==> src/rtl/alu_pkg.sv <==
// rtl/alu_pkg.sv - shared types and constants for the ALU arbiter
package alu_pkg;

    localparam int ALU_DATA_W = 8;
    localparam int ALU_OP_W   = 3;

    // Bit positions inside the packed {C,V,N,Z} response flags
    localparam int FLAG_C = 3;
    localparam int FLAG_V = 2;
    localparam int FLAG_N = 1;
    localparam int FLAG_Z = 0;

    typedef enum logic [1:0] {
        IDLE  = 2'd0,
        ISSUE = 2'd1,
        RESP  = 2'd2
    } arb_state_t;

    // Pack individual ALU flags into the response flag nibble
    function automatic logic [3:0] pack_flags(input logic c, input logic v,
                                              input logic n, input logic z);
        logic [3:0] f;
        f         = 4'b0000;
        f[FLAG_C] = c;
        f[FLAG_V] = v;
        f[FLAG_N] = n;
        f[FLAG_Z] = z;
        return f;
    endfunction

endpackage

==> src/rtl/rr_arb2.sv <==
// rtl/rr_arb2.sv - two-way round-robin picker, purely combinational
module rr_arb2
    import alu_pkg::*;
(
    input  logic [1:0] valid,
    input  logic       last_grant,
    output logic [1:0] grant
);

    // On a tie the requester that did not win last time is chosen;
    // a lone requester always wins so it can never be starved.
    always_comb begin
        grant = 2'b00;
        unique case (valid)
            2'b01:   grant = 2'b01;
            2'b10:   grant = 2'b10;
            2'b11:   grant = last_grant ? 2'b01 : 2'b10;
            default: grant = 2'b00;
        endcase
    end

endmodule

==> src/rtl/alu_arbiter.sv <==
// rtl/alu_arbiter.sv - two-client round-robin front end for the shared ALU
module alu_arbiter
    import alu_pkg::*;
#(
    parameter int DATA_W = ALU_DATA_W,
    parameter int OP_W   = ALU_OP_W
) (
    input  logic              clk,
    input  logic              reset,

    input  logic              req0_valid,
    output logic              req0_ready,
    input  logic [DATA_W-1:0] req0_a,
    input  logic [DATA_W-1:0] req0_b,
    input  logic [OP_W-1:0]   req0_op,

    input  logic              req1_valid,
    output logic              req1_ready,
    input  logic [DATA_W-1:0] req1_a,
    input  logic [DATA_W-1:0] req1_b,
    input  logic [OP_W-1:0]   req1_op,

    output logic [DATA_W-1:0] alu_a,
    output logic [DATA_W-1:0] alu_b,
    output logic [OP_W-1:0]   alu_op,
    input  logic [DATA_W-1:0] alu_y,
    input  logic              alu_c,
    input  logic              alu_v,
    input  logic              alu_n,
    input  logic              alu_z,

    output logic              rsp_valid,
    input  logic              rsp_ready,
    output logic              rsp_id,
    output logic [DATA_W-1:0] rsp_y,
    output logic [3:0]        rsp_flags
);

    arb_state_t        state_q, state_d;
    logic              last_grant_q;
    logic              cur_id_q;
    logic [DATA_W-1:0] opa_q, opb_q;
    logic [OP_W-1:0]   opc_q;
    logic              rsp_valid_q;
    logic              rsp_id_q;
    logic [DATA_W-1:0] rsp_y_q;
    logic [3:0]        rsp_flags_q;

    logic [1:0]        grant;
    logic              accept;
    logic              win_id;

    rr_arb2 u_rr_arb2 (
        .valid      ({req1_valid, req0_valid}),
        .last_grant (last_grant_q),
        .grant      (grant)
    );

    // Ready only in IDLE and only to the picked requester; rsp_ready never feeds in
    always_comb begin
        req0_ready = 1'b0;
        req1_ready = 1'b0;
        if (!reset && state_q == IDLE) begin
            req0_ready = grant[0];
            req1_ready = grant[1];
        end
        accept = req0_ready | req1_ready;
        win_id = req1_ready;
    end

    // Next-state logic: accept -> issue one cycle -> hold response until taken
    always_comb begin
        state_d = state_q;
        unique case (state_q)
            IDLE:    if (accept) state_d = ISSUE;
            ISSUE:   state_d = RESP;
            RESP:    if (rsp_valid_q && rsp_ready) state_d = IDLE;
            default: state_d = IDLE;
        endcase
    end

    // State, operand register, grant history and response register
    always_ff @(posedge clk) begin
        if (reset) begin
            state_q      <= IDLE;
            last_grant_q <= 1'b1;
            cur_id_q     <= 1'b0;
            opa_q        <= '0;
            opb_q        <= '0;
            opc_q        <= '0;
            rsp_valid_q  <= 1'b0;
            rsp_id_q     <= 1'b0;
            rsp_y_q      <= '0;
            rsp_flags_q  <= 4'b0000;
        end else begin
            state_q <= state_d;
            if (accept) begin
                opa_q        <= win_id ? req1_a  : req0_a;
                opb_q        <= win_id ? req1_b  : req0_b;
                opc_q        <= win_id ? req1_op : req0_op;
                cur_id_q     <= win_id;
                last_grant_q <= win_id;
            end
            if (state_q == ISSUE) begin
                rsp_valid_q <= 1'b1;
                rsp_id_q    <= cur_id_q;
                rsp_y_q     <= alu_y;
                rsp_flags_q <= pack_flags(alu_c, alu_v, alu_n, alu_z);
            end else if (state_q == RESP && rsp_ready) begin
                rsp_valid_q <= 1'b0;
            end
        end
    end

    assign alu_a     = opa_q;
    assign alu_b     = opb_q;
    assign alu_op    = opc_q;
    assign rsp_valid = rsp_valid_q;
    assign rsp_id    = rsp_id_q;
    assign rsp_y     = rsp_y_q;
    assign rsp_flags = rsp_flags_q;

endmodule

==> config.mk <==
export PLATFORM = sky130hd
export DESIGN_NAME = alu_arbiter
export DESIGN_NICKNAME = d
export VERILOG_FILES = /design/src/rtl/alu_pkg.sv /design/src/rtl/rr_arb2.sv /design/src/rtl/alu_arbiter.sv
export SDC_FILE = /design/constraint.sdc
export NUM_CORES = 1
export LEC_CHECK = 0
export CELL_PAD_IN_SITES_DETAIL_PLACEMENT = 0
export CELL_PAD_IN_SITES_GLOBAL_PLACEMENT = 1
export CORE_MARGIN = 5
export CORE_UTILIZATION = 24
export CTS_CLUSTER_SIZE = 30
export DETAILED_ROUTE_END_ITERATION = 6
export GPL_TIMING_DRIVEN = 1
export PLACE_DENSITY = 0.79
export SYNTH_ARGS = -nofsm -noshare
export SYNTH_HDL_FRONTEND = slang
export SYNTH_SLANG_ARGS = --single-unit
==> constraint.sdc <==
create_clock -name clk -period 1.5 [get_ports clk]
set_clock_uncertainty 0.15 [all_clocks]
set_input_delay 0.225 -clock clk [delete_from_list [all_inputs] [get_ports clk]]
set_output_delay 0.225 -clock clk [all_outputs]
set_load 0.05 [all_outputs]
# Word level (Yosys, flattened, before mapping)
# Index checks and enable logic that the tools add are counted.
[totals]
ff_bits = 37
input_bits = 55
output_inout_bits = 35
wordCells = 37
[op_classes]
n_eq_ne = 7
mux = 12
bitwise = 1
reduce_logical = 7
[op_table]
columns = ["cell", "n"]
rows = [
  ["two-way mux 8 bit", 2],
  ["one-hot mux 2 bit (3 select lines)", 2],
  ["== test 2 bit, second input constant", 3],
  ["two-way mux 2 bit", 3],
  ["== test 2 x 1 -> 1 bit, second input constant", 2],
  ["two-way mux 1 bit", 4],
  ["inequality test 2 bit, second input constant", 2],
  ["logical AND 1 bit", 3],
  ["two-way mux 3 bit", 1],
  ["logical NOT 2 bit", 1],
  ["AND reduction 2 bit", 1],
  ["nonzero test 2 bit", 1],
  ["logical NOT 1 bit", 1],
  ["OR 1 bit", 1],
]

# Longest topological paths before layout
[logic_depth]
ltp_word = 6
depth_mapped = 6
depth_no_buf = 3

# Hierarchy
# A second synthesis with hierarchy kept.
[unflattened]
cells_unflattened = 187
area_unflattened_um2 = 1740.4
[modules_own_cells]
columns = ["mod", "instances", "cells_per_inst", "area_each_um2", "seq_area_each_um2"]
rows = [
  ["alu_arbiter", 1, 184, 1721.7, 740.7],
  ["rr_arb2", 1, 3, 18.8, 0.0],
]

# Least setup slack after synthesis
# No wires, ideal clock.
[synth_path]
path_type = "flip-flop to output port"
start = "reg state_q[1]"
end = "out req1_ready"
t_arrival_ps = 1592
required_ps = 1125
setup_slack_ps = -467
path_stages_with_launch = 4
path_buffers = 1
cell_sequence = "dfxtp_1 -> or3_4 -> buf_2 -> nor2_1"
[synth_between]
elab_chain_len = 3
[synth_lines]
columns = ["element", "line_no", "rtl"]
rows = [
  ["start, declared", "alu_arbiter.sv:39", "arb_state_t state_q, state_d;"],
  ["start signal, assigned", "alu_arbiter.sv:96", "state_q <= state_d;"],
  ["logical NOT 2 bit", "alu_arbiter.sv:63", "if (!reset && state_q == IDLE) begin"],
  ["logical AND 1 bit", "alu_arbiter.sv:63", ""],
  ["two-way mux 1 bit", "alu_arbiter.sv:63", ""],
  ["end, declared", "alu_arbiter.sv:18", "output logic req1_ready,"],
]
# Every way passes these cells.

# Final worst setup path
[layout_path]
start = "reg state_q[0]"
end = "out req0_ready"
[layout_between]
elab_chain_len = 3
[layout_lines]
columns = ["element", "line_no", "rtl"]
rows = [
  ["logical NOT 2 bit", "alu_arbiter.sv:63", ""],
  ["logical AND 1 bit", "alu_arbiter.sv:63", ""],
  ["two-way mux 1 bit", "alu_arbiter.sv:63", ""],
  ["end, declared", "alu_arbiter.sv:12", "output logic req0_ready,"],
]
# Every way passes these cells.

==> qor.yml <==
cts:
  cts.sinks: 37
  holdBufCountCts: 0
  cts_tree: "done"
  clk_latency_ps: 290
  htree_levels: 2
  clock_path_buffers: 2
  numCtsBuffers: 5
  clk_pin_slew_worst_paths_ps: 80
  clock-root-buffer: "clkbuf_8"
sta:
  finalHoldViolCount: 0
  worst_slew_pin_slew_ps: 397
  rsz0062_at_grt: "true"
  fmax_ghz: 0.553
  setup_viol_count_final: 21
  tns_ps: -1710
  relSlewSlack: 0.736
  slew_violations: 0
  fin_hold_ws_ps: 297
  worst_slack_ps: -307
  period_minus_slack_ps: 1810
  finalCritPeriodShare: 1.20
placed_design:
  dp_hpwl_um: 3950
  numPortBuffers: 89
  gp_congestion: 0.691
  dp.cells: 363
global_route:
  track_usage: 0.129
  antenna_found_initial: 0
  grt_max_degree: 24
  gr-max-usage-layer: "met2"
  use_met1: 0.146
  grt_pass1_wl_um: 8830
  met2_usage: 0.220
  grt_pass1_vias: 1873
  use_met3: 0.0599
  grt_overflow_total: 0
setup_path:
  endpoint_kind: "primary output"
  crit_chain: "or3_4 -> a211oi_4 -> buf_12"
  path_class: "reg -> out"
  max_stage_delay_ps: 400
  crit_buf_inv: 1
  slowest_stage: "or3_4"
  cp.arrival_ps: 1430
  critical_path_required_ps: 1120
  path_max_fanout: 3
  start_kind: "flop"
  cpLargestDelayFamily: "simple AND/OR/NAND/NOR gates"
cells_and_area:
  num_antenna_cells: 0
  regArea_um2: 743
  layout_commonest_cell: "clkdlybuf4s50_1"
  layout_common_cells: "52 x clkdlybuf4s50_1, 38 x buf_12, 35 x dfxtp_1"
  fin_util: 0.512
  nets: 352
  final_layout_size_suffix_gt1_frac: 0.372
  final.fill_count: 612
  syn_to_final_growth_pct: 111
  multi_input_area_um2: 931
  layoutNonFillerInstCount: 378
power:
  leakagePower_uw: 0.00123
  p_switching_uw: 1120
  p_int_uw: 2090
  seqPwrFrac: 0.364
  vdd_drop_max_mv: 0.362
  power_density_nw_per_um2: 939
  p_comb_frac: 0.421
  swShare: 0.350
  power_uw: 3220
  power_frac_clock: 0.216
die:
  die-area_um2: 8510
  start_util: 0.243
  boundaryPins: 90
  die_h_um: 92.3
  chipWidth_um: 92.3
  core.rowCount: 30
  core_area_um2: 6680
route:
  vias: 1814
  wl_um: 5730
  first_iter_violations: 44
  ant_nets: 0
  routed_via_density: 4.80
  drc: 0
  wl_per_cell_um: 15.2
  firstDrtPassIters: 4
yosys:
  syn_inst: 194
  seq_area_frac_synth: 0.456
  ys_types: 25
  syn_nets: 249
  ys_warn_count: 0
  syn_area_per_cell_um2: 8.37
  synth-seq-cells: 37
  syn_area_um2: 1620
run_status:
  violations: "setup timing"
  status: "complete, but fails checks"
flow_run:
  max_cap_violations: 0
min_path:
  hold_path_class: "reg -> reg"
## metal layers
metal	vias to the layer above	wire length, um
li1	916	-
met1	833	2290
met2	59	2940
met3	6	460
met4	0	37
met5	-	0
## flip-flops by register name, indices dropped and copies added (netlist names)
name / flops
cur_id_q: 1
rsp_y: 8
alu_op: 3
rsp_id: 1
rsp_valid: 1
state_q: 2
last_grant_q: 1
alu_b: 8
rsp_flags: 4
alu_a: 8
## worst register-to-register path: stages (launching register included)
cell and delay [ps]:
dfxtp_2 330, buf_4 130, buf_6 110, nor3_4 110
buf_6 190, buf_8 140, nand3_2 80, a311oi_2 270
## power by group through the flow
stage	clock, uW	sequential (uW)	combinational (uW)
final	694	1170	1350
after global routing	762	1180	1430
after CTS	714	1160	1250
after detailed placement	0	1190	1200
after global placement	0	1180	1190
after floorplan	0	1420	319
## worst paths after layout
path               from          to  slack (ps)  cells after the start
min            cur_id_q      rsp_id         300                      2
min reg2reg    cur_id_q      rsp_id         300                      2
max          state_q[0]  req0_ready        -310                      3
max reg2reg  state_q[0]    alu_a[1]         -90                      7
## cells by family (layout without fill, tap and decap cells)
family / Yosys count / in the layout / synth area share
AOI/OAI and AO/OA: 78 / 78 / 0.296
and+or+nand+nor: 56 / 56 / 0.168
DFF: 37 / 37 / 0.456
buffers and inverters: 23 / 127 / 0.0801
## area by class of cell
cell class / instances / share of cell area
clock inverter: 3 / 0.00512
inverter: 3 / 0.00329
clock buffer: 5 / 0.0201
multi-input combinational: 134 / 0.272
sequential: 37 / 0.217
timing repair buffer: 116 / 0.453
tap: 80 / 0.0292
## synthesized netlist by cell type
master    number  area, um2
dfxtp_1       37        741
a21oi_1       34        170
nand2_1       27        101
o21ai_1       20        100
a311oi_1      19        166
nand3_1       19       95.1
buf_2         11       55.1
clkbuf_1       5       18.8
inv_1          3       11.3
buf_6          2       22.5
nand3b_1       2       15.0
nor2_1         2       7.51
a211oi_2       1       12.5
a21bo_2        1       10.0
a21boi_1       1       7.51
and2_1         1       6.26
and2b_1        1       7.51
buf_4          1       7.51
buf_8          1       15.0
nand2b_1       1       6.26
nor3_4         1       16.3
o21ai_0        1       5.00
o32ai_1        1       8.76
or2_1          1       6.26
or3_4          1       11.3
## per-stage QoR
step           worst slack, ps  cell area [um2]
2_1_floorplan             -177             1640
3_3_place_gp              -357             3040
3_5_place_dp              -443             3040
4_1_cts                   -316             3230
5_1_grt                   -351             3420
6_report                  -307             3420
## what timing repair did
action                     CTS  global route
setup endpoints to repair   23            22
buffers inserted             2             3
pin swaps                    6            21
cloned                       1             2
resized for setup           23            31
Power figures use the tool's default switching activity.
